`config.mk`:
```
export PLATFORM = sky130hd
export DESIGN_NAME = painterengine_gpu_dma_reader_flat
export DESIGN_NICKNAME = d
export VERILOG_FILES = /design/src/rtl/painterengine_gpu_dma_pkg.sv /design/src/rtl/painterengine_gpu_dma_reader_if.sv /design/src/rtl/painterengine_gpu_stream_fifo.sv /design/src/rtl/painterengine_gpu_dma_reader.sv /design/src/flat_wrapper.sv
export SDC_FILE = /design/constraint.sdc
export NUM_CORES = 1
export LEC_CHECK = 0
export BUFFER_PORTS_ARGS = -buffer_cell sky130_fd_sc_hd__buf_2
export CAP_MARGIN = 20
export CORE_AREA = 2 2 290 292
export DETAILED_ROUTE_END_ITERATION = 10
export DIE_AREA = 0 0 292 294
export SLEW_MARGIN = 5
export SYNTH_ARGS = -nofsm -noshare
export SYNTH_HDL_FRONTEND = slang
export SYNTH_SLANG_ARGS = --single-unit
```
`constraint.sdc`:
```
create_clock -name i_wire_clock -period 12 [get_ports i_wire_clock]
set_clock_uncertainty 0.15 [all_clocks]
set_input_delay 0.6 -clock i_wire_clock [delete_from_list [all_inputs] [get_ports i_wire_clock]]
set_output_delay 0.6 -clock i_wire_clock [all_outputs]
set_load 0.01 [all_outputs]
```
`src/rtl/painterengine_gpu_dma_pkg.sv`:
```
// Shared definitions for the PainterEngine GPU DMA reader and writer:
// FSM state codes, error-type codes, timeout limit and fixed AXI fields.
package painterengine_gpu_dma_pkg;

  localparam logic [4:0] ST_IDLE           = 5'h01;
  localparam logic [4:0] ST_PARAM_CHECK    = 5'h02;
  localparam logic [4:0] ST_CALC           = 5'h03;
  localparam logic [4:0] ST_ADDRESS_READ   = 5'h04;
  localparam logic [4:0] ST_DATA_READ      = 5'h05;
  localparam logic [4:0] ST_DONE           = 5'h07;
  localparam logic [4:0] ST_ERR_ALIGN      = 5'h11;
  localparam logic [4:0] ST_ERR_LENGTH     = 5'h12;
  localparam logic [4:0] ST_ERR_AR_TIMEOUT = 5'h13;
  localparam logic [4:0] ST_ERR_R_TIMEOUT  = 5'h14;
  localparam logic [4:0] ST_ERR_RRESP      = 5'h15;
  localparam logic [4:0] ST_ERR_RLAST      = 5'h16;

  typedef enum logic [2:0] {
    ERR_NONE       = 3'd0,
    ERR_ALIGN      = 3'd1,
    ERR_LENGTH     = 3'd2,
    ERR_AR_TIMEOUT = 3'd3,
    ERR_R_TIMEOUT  = 3'd4,
    ERR_RRESP      = 3'd5,
    ERR_RLAST      = 3'd6
  } err_type_e;

  localparam int unsigned TIMEOUT_CYCLES  = 256;
  localparam int unsigned BURST_MAX_WORDS = 16;

  localparam logic       AXI_ID         = 1'b0;
  localparam logic [2:0] AXI_SIZE_4B    = 3'b010;
  localparam logic [1:0] AXI_BURST_INCR = 2'b01;
  localparam logic       AXI_LOCK       = 1'b0;
  localparam logic [3:0] AXI_CACHE      = 4'b0010;
  localparam logic [2:0] AXI_PROT       = 3'b000;
  localparam logic [3:0] AXI_QOS        = 4'b0000;

  // Error states encode their error type in the low three bits.
  function automatic err_type_e state_error_type(input logic [4:0] st);
    return st[4] ? err_type_e'(st[2:0]) : ERR_NONE;
  endfunction

endpackage

```
`src/rtl/painterengine_gpu_dma_reader_if.sv`:
```
// AXI4 read-address and read-data channels between the DMA reader and memory.
interface painterengine_gpu_dma_reader_if;

  logic        m_axi_arid;
  logic [31:0] m_axi_araddr;
  logic [7:0]  m_axi_arlen;
  logic [2:0]  m_axi_arsize;
  logic [1:0]  m_axi_arburst;
  logic        m_axi_arlock;
  logic [3:0]  m_axi_arcache;
  logic [2:0]  m_axi_arprot;
  logic [3:0]  m_axi_arqos;
  logic        m_axi_arvalid;
  logic        m_axi_arready;

  logic        m_axi_rid;
  logic [31:0] m_axi_rdata;
  logic [1:0]  m_axi_rresp;
  logic        m_axi_rlast;
  logic        m_axi_rvalid;
  logic        m_axi_rready;

  modport master (
    output m_axi_arid, m_axi_araddr, m_axi_arlen, m_axi_arsize, m_axi_arburst,
           m_axi_arlock, m_axi_arcache, m_axi_arprot, m_axi_arqos, m_axi_arvalid,
           m_axi_rready,
    input  m_axi_arready, m_axi_rid, m_axi_rdata, m_axi_rresp, m_axi_rlast,
           m_axi_rvalid
  );

  modport slave (
    input  m_axi_arid, m_axi_araddr, m_axi_arlen, m_axi_arsize, m_axi_arburst,
           m_axi_arlock, m_axi_arcache, m_axi_arprot, m_axi_arqos, m_axi_arvalid,
           m_axi_rready,
    output m_axi_arready, m_axi_rid, m_axi_rdata, m_axi_rresp, m_axi_rlast,
           m_axi_rvalid
  );

endinterface

```
`src/rtl/painterengine_gpu_stream_fifo.sv`:
```
// Synchronous word FIFO feeding the GPU stream; head word visible while non-empty.
module painterengine_gpu_stream_fifo #(
  parameter int unsigned PARAM_DEPTH = 16
) (
  input  logic                         i_wire_clock,
  input  logic                         i_wire_resetn,
  input  logic                         push,
  input  logic [31:0]                  push_data,
  input  logic                         pop,
  output logic [31:0]                  head,
  output logic                         valid,
  output logic [$clog2(PARAM_DEPTH):0] count
);

  localparam int unsigned AW = $clog2(PARAM_DEPTH);
  localparam logic [AW:0] DEPTH_CNT = (AW+1)'(PARAM_DEPTH);

  logic [31:0]   mem [PARAM_DEPTH];
  logic [AW-1:0] wr_ptr;
  logic [AW-1:0] rd_ptr;
  logic [AW:0]   count_q;
  logic          do_push;
  logic          do_pop;

  assign do_push = push && (count_q != DEPTH_CNT);
  assign do_pop  = pop && (count_q != '0);
  assign valid   = (count_q != '0);
  assign count   = count_q;
  assign head    = valid ? mem[rd_ptr] : '0;

  // Storage array: written on accepted push only.
  always_ff @(posedge i_wire_clock) begin
    if (do_push) mem[wr_ptr] <= push_data;
  end

  // Pointers and occupancy; simultaneous push and pop leaves count unchanged.
  always_ff @(posedge i_wire_clock or negedge i_wire_resetn) begin
    if (!i_wire_resetn) begin
      wr_ptr  <= '0;
      rd_ptr  <= '0;
      count_q <= '0;
    end else begin
      if (do_push) wr_ptr <= wr_ptr + AW'(1);
      if (do_pop)  rd_ptr <= rd_ptr + AW'(1);
      case ({do_push, do_pop})
        2'b10:   count_q <= count_q + (AW+1)'(1);
        2'b01:   count_q <= count_q - (AW+1)'(1);
        default: count_q <= count_q;
      endcase
    end
  end

endmodule

```
`src/rtl/painterengine_gpu_dma_reader.sv`:
```
// AXI4 read master: fetches a linear run of words in bursts that never cross a
// 64-byte boundary, one burst outstanding, each burst issued only once the
// stream FIFO has room for all of it.
module painterengine_gpu_dma_reader
  import painterengine_gpu_dma_pkg::*;
#(
  parameter int unsigned PARAM_FIFO_DEPTH = 16
) (
  input  logic                           i_wire_clock,
  input  logic                           i_wire_resetn,
  input  logic                           i_wire_start,
  input  logic [31:0]                    i_wire_address,
  input  logic [31:0]                    i_wire_length,
  output logic                           o_wire_done,
  output logic                           o_wire_error,
  output logic [2:0]                     o_wire_error_type,
  output logic [31:0]                    o_wire_data,
  output logic                           o_wire_data_valid,
  input  logic                           i_wire_data_next,
  painterengine_gpu_dma_reader_if.master m_axi
);

  localparam int unsigned CW = $clog2(PARAM_FIFO_DEPTH) + 1;
  localparam logic [CW-1:0] FIFO_DEPTH_CNT = CW'(PARAM_FIFO_DEPTH);

  logic [4:0]    state_q;
  logic [31:0]   address_q;
  logic [31:0]   length_q;
  logic [31:0]   offset_q;
  logic [4:0]    burst_q;
  logic [4:0]    beat_q;
  logic [15:0]   timeout_q;
  logic          arvalid_q;
  logic [31:0]   araddr_q;
  logic [7:0]    arlen_q;
  logic          draining_q;

  logic          fifo_valid;
  logic [31:0]   fifo_head;
  logic [CW-1:0] fifo_count;

  logic [31:0]   word_addr;
  logic [4:0]    room;
  logic [31:0]   remaining;
  logic [4:0]    burst_calc;
  logic [CW-1:0] fifo_free;
  logic          space_ok;
  logic          rready;
  logic          r_hs;
  logic          is_last_beat;
  logic [31:0]   offset_next;
  logic [15:0]   timeout_next;
  logic          timeout_hit;
  logic          unused_rid;

  painterengine_gpu_stream_fifo #(
    .PARAM_DEPTH (PARAM_FIFO_DEPTH)
  ) u_fifo (
    .i_wire_clock  (i_wire_clock),
    .i_wire_resetn (i_wire_resetn),
    .push          (r_hs),
    .push_data     (m_axi.m_axi_rdata),
    .pop           (i_wire_data_next),
    .head          (fifo_head),
    .valid         (fifo_valid),
    .count         (fifo_count)
  );

  assign rready       = (state_q == ST_DATA_READ) && !draining_q;
  assign r_hs         = m_axi.m_axi_rvalid && rready;
  assign is_last_beat = (beat_q == burst_q - 5'd1);
  assign offset_next  = offset_q + {27'd0, burst_q};
  assign timeout_next = timeout_q + 16'd1;
  assign timeout_hit  = (timeout_next == 16'(TIMEOUT_CYCLES));
  assign unused_rid   = m_axi.m_axi_rid;

  // Next burst: up to the 64-byte boundary, capped by the words still owed.
  always_comb begin
    word_addr  = address_q + {offset_q[29:0], 2'b00};
    room       = 5'd16 - {1'b0, word_addr[5:2]};
    remaining  = length_q - offset_q;
    burst_calc = (remaining < {27'd0, room}) ? remaining[4:0] : room;
    fifo_free  = FIFO_DEPTH_CNT - fifo_count;
    space_ok   = ({{(32-CW){1'b0}}, fifo_free} >= {27'd0, burst_calc});
  end

  // Transfer sequencing, burst bookkeeping, response checking and timeouts.
  always_ff @(posedge i_wire_clock or negedge i_wire_resetn) begin
    if (!i_wire_resetn) begin
      state_q    <= ST_IDLE;
      address_q  <= '0;
      length_q   <= '0;
      offset_q   <= '0;
      burst_q    <= '0;
      beat_q     <= '0;
      timeout_q  <= '0;
      arvalid_q  <= 1'b0;
      araddr_q   <= '0;
      arlen_q    <= '0;
      draining_q <= 1'b0;
    end else begin
      case (state_q)
        ST_IDLE, ST_DONE: begin
          if (i_wire_start) begin
            address_q  <= i_wire_address;
            length_q   <= i_wire_length;
            offset_q   <= '0;
            draining_q <= 1'b0;
            timeout_q  <= '0;
            state_q    <= ST_PARAM_CHECK;
          end
        end
        ST_PARAM_CHECK: begin
          timeout_q <= '0;
          if (address_q[1:0] != 2'b00)  state_q <= ST_ERR_ALIGN;
          else if (length_q == '0)      state_q <= ST_ERR_LENGTH;
          else                          state_q <= ST_CALC;
        end
        ST_CALC: begin
          if (space_ok) begin
            araddr_q  <= word_addr;
            arlen_q   <= {3'b000, burst_calc - 5'd1};
            burst_q   <= burst_calc;
            arvalid_q <= 1'b1;
            timeout_q <= '0;
            state_q   <= ST_ADDRESS_READ;
          end
        end
        ST_ADDRESS_READ: begin
          if (m_axi.m_axi_arready) begin
            arvalid_q <= 1'b0;
            beat_q    <= '0;
            timeout_q <= '0;
            state_q   <= ST_DATA_READ;
          end else if (timeout_hit) begin
            arvalid_q <= 1'b0;
            timeout_q <= '0;
            state_q   <= ST_ERR_AR_TIMEOUT;
          end else begin
            timeout_q <= timeout_next;
          end
        end
        ST_DATA_READ: begin
          // After the final burst RREADY stays low until the consumer empties the FIFO.
          if (draining_q) begin
            if (!fifo_valid) begin
              draining_q <= 1'b0;
              state_q    <= ST_DONE;
            end
          end else if (r_hs) begin
            timeout_q <= '0;
            if (m_axi.m_axi_rresp >= 2'b10) begin
              state_q <= ST_ERR_RRESP;
            end else if (m_axi.m_axi_rlast != is_last_beat) begin
              state_q <= ST_ERR_RLAST;
            end else if (is_last_beat) begin
              offset_q <= offset_next;
              beat_q   <= '0;
              if (offset_next >= length_q) draining_q <= 1'b1;
              else                         state_q    <= ST_CALC;
            end else begin
              beat_q <= beat_q + 5'd1;
            end
          end else if (timeout_hit) begin
            timeout_q <= '0;
            state_q   <= ST_ERR_R_TIMEOUT;
          end else begin
            timeout_q <= timeout_next;
          end
        end
        default: begin
          if (!state_q[4]) state_q <= ST_IDLE;
        end
      endcase
    end
  end

  assign o_wire_done       = (state_q == ST_DONE);
  assign o_wire_error      = state_q[4];
  assign o_wire_error_type = state_error_type(state_q);
  assign o_wire_data       = fifo_head;
  assign o_wire_data_valid = fifo_valid;

  assign m_axi.m_axi_arid    = AXI_ID;
  assign m_axi.m_axi_araddr  = araddr_q;
  assign m_axi.m_axi_arlen   = arlen_q;
  assign m_axi.m_axi_arsize  = AXI_SIZE_4B;
  assign m_axi.m_axi_arburst = AXI_BURST_INCR;
  assign m_axi.m_axi_arlock  = AXI_LOCK;
  assign m_axi.m_axi_arcache = AXI_CACHE;
  assign m_axi.m_axi_arprot  = AXI_PROT;
  assign m_axi.m_axi_arqos   = AXI_QOS;
  assign m_axi.m_axi_arvalid = arvalid_q;
  assign m_axi.m_axi_rready  = rready;

endmodule

```
`src/flat_wrapper.sv`:
```
// flat-port wrapper written by rule: the top's interface ports become plain ports
module painterengine_gpu_dma_reader_flat import painterengine_gpu_dma_pkg::*;
#(
  parameter int unsigned PARAM_FIFO_DEPTH = 16
)
  (i_wire_clock, i_wire_resetn, i_wire_start, i_wire_address, i_wire_length, o_wire_done, o_wire_error, o_wire_error_type, o_wire_data, o_wire_data_valid, i_wire_data_next, m_axi_m_axi_arid, m_axi_m_axi_araddr, m_axi_m_axi_arlen, m_axi_m_axi_arsize, m_axi_m_axi_arburst, m_axi_m_axi_arlock, m_axi_m_axi_arcache, m_axi_m_axi_arprot, m_axi_m_axi_arqos, m_axi_m_axi_arvalid, m_axi_m_axi_rready, m_axi_m_axi_arready, m_axi_m_axi_rid, m_axi_m_axi_rdata, m_axi_m_axi_rresp, m_axi_m_axi_rlast, m_axi_m_axi_rvalid);
  painterengine_gpu_dma_reader_if m_axi_i ();
  input  logic i_wire_clock;
  input  logic i_wire_resetn;
  input  logic i_wire_start;
  input  logic [31:0] i_wire_address;
  input  logic [31:0] i_wire_length;
  output logic o_wire_done;
  output logic o_wire_error;
  output logic [2:0] o_wire_error_type;
  output logic [31:0] o_wire_data;
  output logic o_wire_data_valid;
  input  logic i_wire_data_next;
  output wire logic [$bits(m_axi_i.m_axi_arid)-1:0] m_axi_m_axi_arid;
  output wire logic [$bits(m_axi_i.m_axi_araddr)-1:0] m_axi_m_axi_araddr;
  output wire logic [$bits(m_axi_i.m_axi_arlen)-1:0] m_axi_m_axi_arlen;
  output wire logic [$bits(m_axi_i.m_axi_arsize)-1:0] m_axi_m_axi_arsize;
  output wire logic [$bits(m_axi_i.m_axi_arburst)-1:0] m_axi_m_axi_arburst;
  output wire logic [$bits(m_axi_i.m_axi_arlock)-1:0] m_axi_m_axi_arlock;
  output wire logic [$bits(m_axi_i.m_axi_arcache)-1:0] m_axi_m_axi_arcache;
  output wire logic [$bits(m_axi_i.m_axi_arprot)-1:0] m_axi_m_axi_arprot;
  output wire logic [$bits(m_axi_i.m_axi_arqos)-1:0] m_axi_m_axi_arqos;
  output wire logic [$bits(m_axi_i.m_axi_arvalid)-1:0] m_axi_m_axi_arvalid;
  output wire logic [$bits(m_axi_i.m_axi_rready)-1:0] m_axi_m_axi_rready;
  input wire logic [$bits(m_axi_i.m_axi_arready)-1:0] m_axi_m_axi_arready;
  input wire logic [$bits(m_axi_i.m_axi_rid)-1:0] m_axi_m_axi_rid;
  input wire logic [$bits(m_axi_i.m_axi_rdata)-1:0] m_axi_m_axi_rdata;
  input wire logic [$bits(m_axi_i.m_axi_rresp)-1:0] m_axi_m_axi_rresp;
  input wire logic [$bits(m_axi_i.m_axi_rlast)-1:0] m_axi_m_axi_rlast;
  input wire logic [$bits(m_axi_i.m_axi_rvalid)-1:0] m_axi_m_axi_rvalid;
  assign m_axi_m_axi_arid = m_axi_i.m_axi_arid;
  assign m_axi_m_axi_araddr = m_axi_i.m_axi_araddr;
  assign m_axi_m_axi_arlen = m_axi_i.m_axi_arlen;
  assign m_axi_m_axi_arsize = m_axi_i.m_axi_arsize;
  assign m_axi_m_axi_arburst = m_axi_i.m_axi_arburst;
  assign m_axi_m_axi_arlock = m_axi_i.m_axi_arlock;
  assign m_axi_m_axi_arcache = m_axi_i.m_axi_arcache;
  assign m_axi_m_axi_arprot = m_axi_i.m_axi_arprot;
  assign m_axi_m_axi_arqos = m_axi_i.m_axi_arqos;
  assign m_axi_m_axi_arvalid = m_axi_i.m_axi_arvalid;
  assign m_axi_m_axi_rready = m_axi_i.m_axi_rready;
  assign m_axi_i.m_axi_arready = m_axi_m_axi_arready;
  assign m_axi_i.m_axi_rid = m_axi_m_axi_rid;
  assign m_axi_i.m_axi_rdata = m_axi_m_axi_rdata;
  assign m_axi_i.m_axi_rresp = m_axi_m_axi_rresp;
  assign m_axi_i.m_axi_rlast = m_axi_m_axi_rlast;
  assign m_axi_i.m_axi_rvalid = m_axi_m_axi_rvalid;
  painterengine_gpu_dma_reader #(.PARAM_FIFO_DEPTH(PARAM_FIFO_DEPTH)) u_core (.i_wire_clock(i_wire_clock), .i_wire_resetn(i_wire_resetn), .i_wire_start(i_wire_start), .i_wire_address(i_wire_address), .i_wire_length(i_wire_length), .o_wire_done(o_wire_done), .o_wire_error(o_wire_error), .o_wire_error_type(o_wire_error_type), .o_wire_data(o_wire_data), .o_wire_data_valid(o_wire_data_valid), .i_wire_data_next(i_wire_data_next), .m_axi(m_axi_i));
endmodule
```
==> impl.org <==
** Setup path
- STA classifies the critical path endpoint as a flop.
- Data required time of the critical path :: 12,360 ps
- Crit path arrival time :: 7770 ps
- In this run the register-to-register setup slack is 4590 ps.
- On the worst path, the slowest cell contributes a delay of 570 ps.
- Total buffers and inverters traversed by the critical path :: 1
- Among cell families on the critical path, the largest total delay comes from compound AO/OA/AOI/OAI gates.
- Among the stages of the critical path, the cell type that occurs most often is sky130_fd_sc_hd__ha_1.
- Series of cell instances along the critical path :: inv_1 -> fa_1 -> xor2_1 -> xnor2_1 -> ha_1 -> o21a_1 -> a211oi_1 -> a2bb2oi_1 -> nand4_1 -> nor4_1 -> o2111ai_1 -> a2111oi_2 -> or4b_4 -> nor2_2 -> mux2i_1 -> ha_1 -> nand2b_1 -> a21oi_1 -> nor2_1 -> a221oi_1 -> o31ai_4 -> nand3_2 -> mux2_2
- Peak fanout along the critical path :: 17
- Worst reg2reg startpoint :: u_core.offset_q[1]
- Worst Reg-to-Reg Cells :: 23
- Crit start category :: flop
- Slowest stage cell on the critical path :: sky130_fd_sc_hd__a221oi_1
- The critical path starts at u_core.offset_q[1].
- The critical path is of the reg2reg type.
- The worst register-to-register path ends at u_core.m_axi.m_axi_araddr[0].
- The critical path crosses 23 cells after its start point.

** Power
- The clock network accounts for 37.0% of the total power.
- Net switching is 27.4% of the power.
- Switching power summed over all nets :: 0.00180 W
- Areal power density over the cells :: 174 nW/µm²
- Maximum vdd drop :: 171 µV
- Cell-internal power :: 0.00477 W
- P_leak :: 14.3 nW
- Share of power burned in combinational logic :: 21.9%
- Share of power burned in registers :: 41.1%

** Logic synthesis
- Synthesized area :: 32,900 µm²
- Synthesized flop and latch total :: 690
- Share of synthesized registers carrying an async set or reset :: 25.8%
- Yosys warnings :: 0
- Synthesis produced a netlist whose cell count is 2,204.
- Most used flip-flop cell after synthesis :: sky130_fd_sc_hd__edfxtp_1
- Number of flops mapped to enable cells by yosys :: 512
- The netlist uses 93 different library cells.
- Sequential cell area fraction in the yosys report :: 60.2%
- In this run the mean area of a mapped cell was 14.9 µm².

** STA
- For this run, the top clock speed supported by timing is 135 MHz.
- Setup repair after global routing left no endpoint under its margin.
- The worst path uses 61.8% of the clock period.
- Crit path setup slack, layout :: 4590 ps
- The total count of max-transition violations in the final report is 0.
- Hold violation count in the final report :: 0
- Final Critical Period :: 7410 ps
- Tightest slew margin relative to the limit :: 33.9%
- Setup violation total in the final timing report :: 0
- Setup total negative slack on the finished layout was measured at 0 ps.
- Worst-Margin Slew :: 989 ps

** Min path
- Endpoint with the worst hold slack :: u_core.address_q[29]
- Path class of the lowest-slack min-delay path :: in2reg
- Counting instances, the worst hold path has a depth of 2.
- The startpoint identified for the worst hold timing path is i_wire_address[29].

** GRT
- Met2 track utilization from global routing :: 33.4%
- Global-route usage over all layers :: 19.2%
- After global routing, the most crowded layer is met2.
- Met1 track demand over resource in global routing :: 24.5%
- First-pass GRT wire length :: 125,000 µm
- The via count of the first global-routing pass is 20,572.
- Global route total overflow :: 0
- For this run, global-route usage on met3 was measured as 3.51%.
- Entering global routing, the biggest net connects 115 pins.
- Antenna violations before repair :: 15

** Floorplanning
- Once the floorplan was initialized, standard cells occupied 39.7% of the core.
- The die covers 85,800 µm².
- I/O pin cnt :: 204
- Placeable core region :: 82,900 µm²
- From bottom edge to top edge, the die measures 294 µm.
- The floorplan has 106 rows.
- Horizontal die dimension :: 292 µm

** Clocking
- Number of sinks driven by the clock tree :: 690
- Clock-pin slew was measured on the worst setup and hold paths at 60 ps.
- H-tree depth reported by CTS :: 3
- For the worst-skew pair, the clock arrives at the later sink with an insertion delay of 640 ps.
- Clock tree buffer depth :: 3
- Buffers inserted during clock tree synthesis total 78.
- TritonCTS clock tree :: done
- Gates resized during post-CTS repair numbered 0.
- The tree is rooted in a sky130_fd_sc_hd__clkbuf_16.

** Detailed routing
- Post-Route WL :: 82,500 µm
- Iteration-0 DRC Markers :: 1,423
- DR vias :: 20,001
- Routed wire per std cell :: 23.2 µm
- Pre-antenna DRT Iters :: 5
- DRC errors left :: 0
- The count of nets left with antenna violations once routing finished came out at 0.
- Dividing the detail-routed via count by the number of cells gives 5.62.

** Final layout
- Area of the multi-input gates :: 12,300 µm²
- Total number of nets in the final design :: 2,638
- Once layout is done, the placed cells without fillers occupy 37,800 µm².
- The library cell used most frequently in the layout, excluding fill and tap cells, is sky130_fd_sc_hd__edfxtp_1.
- Highest-count cells in the layout ignoring fill and taps :: sky130_fd_sc_hd__edfxtp_1 (512), sky130_fd_sc_hd__buf_2 (179), sky130_fd_sc_hd__dfrtp_1 (173), sky130_fd_sc_hd__mux4_2 (160), sky130_fd_sc_hd__ha_1 (122)
- # fillers :: 7,238
- In the final layout, flip-flops and latches occupy 19,800 µm².
- From synthesis to final layout, the design area changed by 14.8%.
- Cells with a size suffix above 1 make up 25.7% of the layout.

** Place
- In this run the tool buffered the top-level ports with 180 buffer cells.
- Sum of net half-perimeters after detailed placement :: 52,700 µm
- In this run the cell area measured after placement is 35,100 µm².
- Setup slack after placement :: 4550 ps
- Final RePlAce weighted congestion :: 0.907

** Flow run
- Max-cap violations in this run came to 0.

** Status
- The flow ran to the end, and the final reports show no timing, DRC or antenna violations.
==> synthesized netlist by cell type (6+ instances only) <==
library cell	instances	area share, %
sky130_fd_sc_hd__nor3_1	58	0.88
sky130_fd_sc_hd__nand2b_1	20	0.38
sky130_fd_sc_hd__nor2b_1	13	0.25
sky130_fd_sc_hd__a211oi_1	10	0.23
sky130_fd_sc_hd__mux2_4	20	0.91
sky130_fd_sc_hd__mux4_2	160	11
sky130_fd_sc_hd__o211ai_1	9	0.21
sky130_fd_sc_hd__nand2_1	80	0.91
sky130_fd_sc_hd__clkbuf_1	61	0.70
sky130_fd_sc_hd__a31oi_1	10	0.19
sky130_fd_sc_hd__and2_1	42	0.80
sky130_fd_sc_hd__buf_1	17	0.19
sky130_fd_sc_hd__nor2_1	74	0.84
sky130_fd_sc_hd__nor4_1	29	0.55
sky130_fd_sc_hd__edfxtp_1	512	47
sky130_fd_sc_hd__o21ai_1	8	0.12
sky130_fd_sc_hd__dfrtp_1	177	13
sky130_fd_sc_hd__buf_4	21	0.48
sky130_fd_sc_hd__o31a_1	6	0.16
sky130_fd_sc_hd__o21a_1	21	0.48
sky130_fd_sc_hd__inv_1	107	1.2
sky130_fd_sc_hd__or4_1	6	0.14
sky130_fd_sc_hd__or2_2	6	0.11
sky130_fd_sc_hd__o21bai_1	6	0.14
sky130_fd_sc_hd__nand3_1	39	0.59
sky130_fd_sc_hd__xor2_1	21	0.56
sky130_fd_sc_hd__xnor2_1	71	1.9
sky130_fd_sc_hd__o2bb2ai_1	12	0.32
sky130_fd_sc_hd__a21o_1	35	0.80
sky130_fd_sc_hd__and3_1	11	0.21
sky130_fd_sc_hd__nand4_1	27	0.51
sky130_fd_sc_hd__a22o_1	25	0.67
sky130_fd_sc_hd__o21ai_0	75	1.1
sky130_fd_sc_hd__mux2_2	74	2.5
sky130_fd_sc_hd__or3_1	18	0.34
sky130_fd_sc_hd__ha_1	122	4.6
sky130_fd_sc_hd__a21oi_1	84	1.3
==> worst max path at each step <==
stage	slack [ps]	endpoint
3_3_place_gp	4690	u_core.m_axi.m_axi_araddr[1]
5_1_grt	4210	u_core.m_axi.m_axi_araddr[0]
4_1_cts	4560	u_core.m_axi.m_axi_araddr[1]
6_report	4590	u_core.m_axi.m_axi_araddr[0]
2_1_floorplan	5610	u_core.burst_q[2]
3_5_place_dp	4550	u_core.m_axi.m_axi_araddr[1]
==> logic make-up (layout without fill, tap and decap cells) <==
group / after synthesis / in the layout / share of synthesized area, %
AOI/OAI and AO/OA: 373 / 373 / 7.79
and+or+nand+nor: 446 / 446 / 7.25
other: 2 / 26 / 0.0228
DFF: 690 / 690 / 60.2
muxes: 259 / 259 / 14.5
buffers and inverters: 215 / 463 / 2.80
xor gates and xnor gates: 92 / 92 / 2.45
adders and majority gates: 127 / 127 / 4.91
==> per-layer routing <==
| layer | vias up | routed length, µm | part of all wire [%] |
|---|---|---|---|
| met3 | 141 | 5130 | 6.2 |
| met2 | 567 | 41800 | 51 |
| met4 | 12 | 1990 | 2.4 |
| met5 | - | 80 | 0.097 |
| li1 | 8984 | - | - |
| met1 | 10297 | 33600 | 41 |
==> power by group through the flow <==
stage	clock (W)	combinational (W)	sequential [W]
floorplan	0	0.00112	0.00264
global placement	0	0.00142	0.00278
detailed placement	0	0.00146	0.00276
CTS	0.00248	0.00147	0.00271
global route	0.00258	0.00155	0.00271
finish	0.00243	0.00144	0.00270
==> area by class of cell <==
class	count	share of cell area [%]
clock inverter	51	1.68
multi-input combinational	1318	32.6
antenna	5	0.0331
timing repair buffer	211	3.13
clock buffer	94	5.40
tap	1080	3.57
inverter	107	1.06
sequential	690	52.5
==> registers in the layout, indices dropped and copies added (netlist names), 4 cells and up <==
register	flops
u_core.u_fifo.count	5
u_core.length_q	32
u_core.address_q	32
u_core.m_axi.m_axi_arlen	5
u_core.offset_q	32
u_core.u_fifo.mem	512
u_core.u_fifo.rd_ptr	4
u_core.beat_q	5
u_core.u_fifo.wr_ptr	4
u_core.m_axi.m_axi_araddr	32
u_core.burst_q	5
u_core.state_q	4
u_core.timeout_q	16
==> metrics by stage <==
step	std cells	hold slack (ps)	power, W	util (%)
finish	3556	51.4	0.00657	45.6
global route	3552	32.4	0.00683	45.6
CTS	3551	24.0	0.00665	45.6
detailed placement	3405	337	0.00422	42.4
global placement	3403	338	0.00421	42.3
floorplan	2223	154	0.00376	-
==> repair_timing <==
| action | CTS | global route |
|---|---|---|
| buffers inserted | 0 | 0 |
| hold buffers | 1 | 0 |
| hold endpoints to repair | 32 | 0 |
Power figures use the tool's default switching activity.
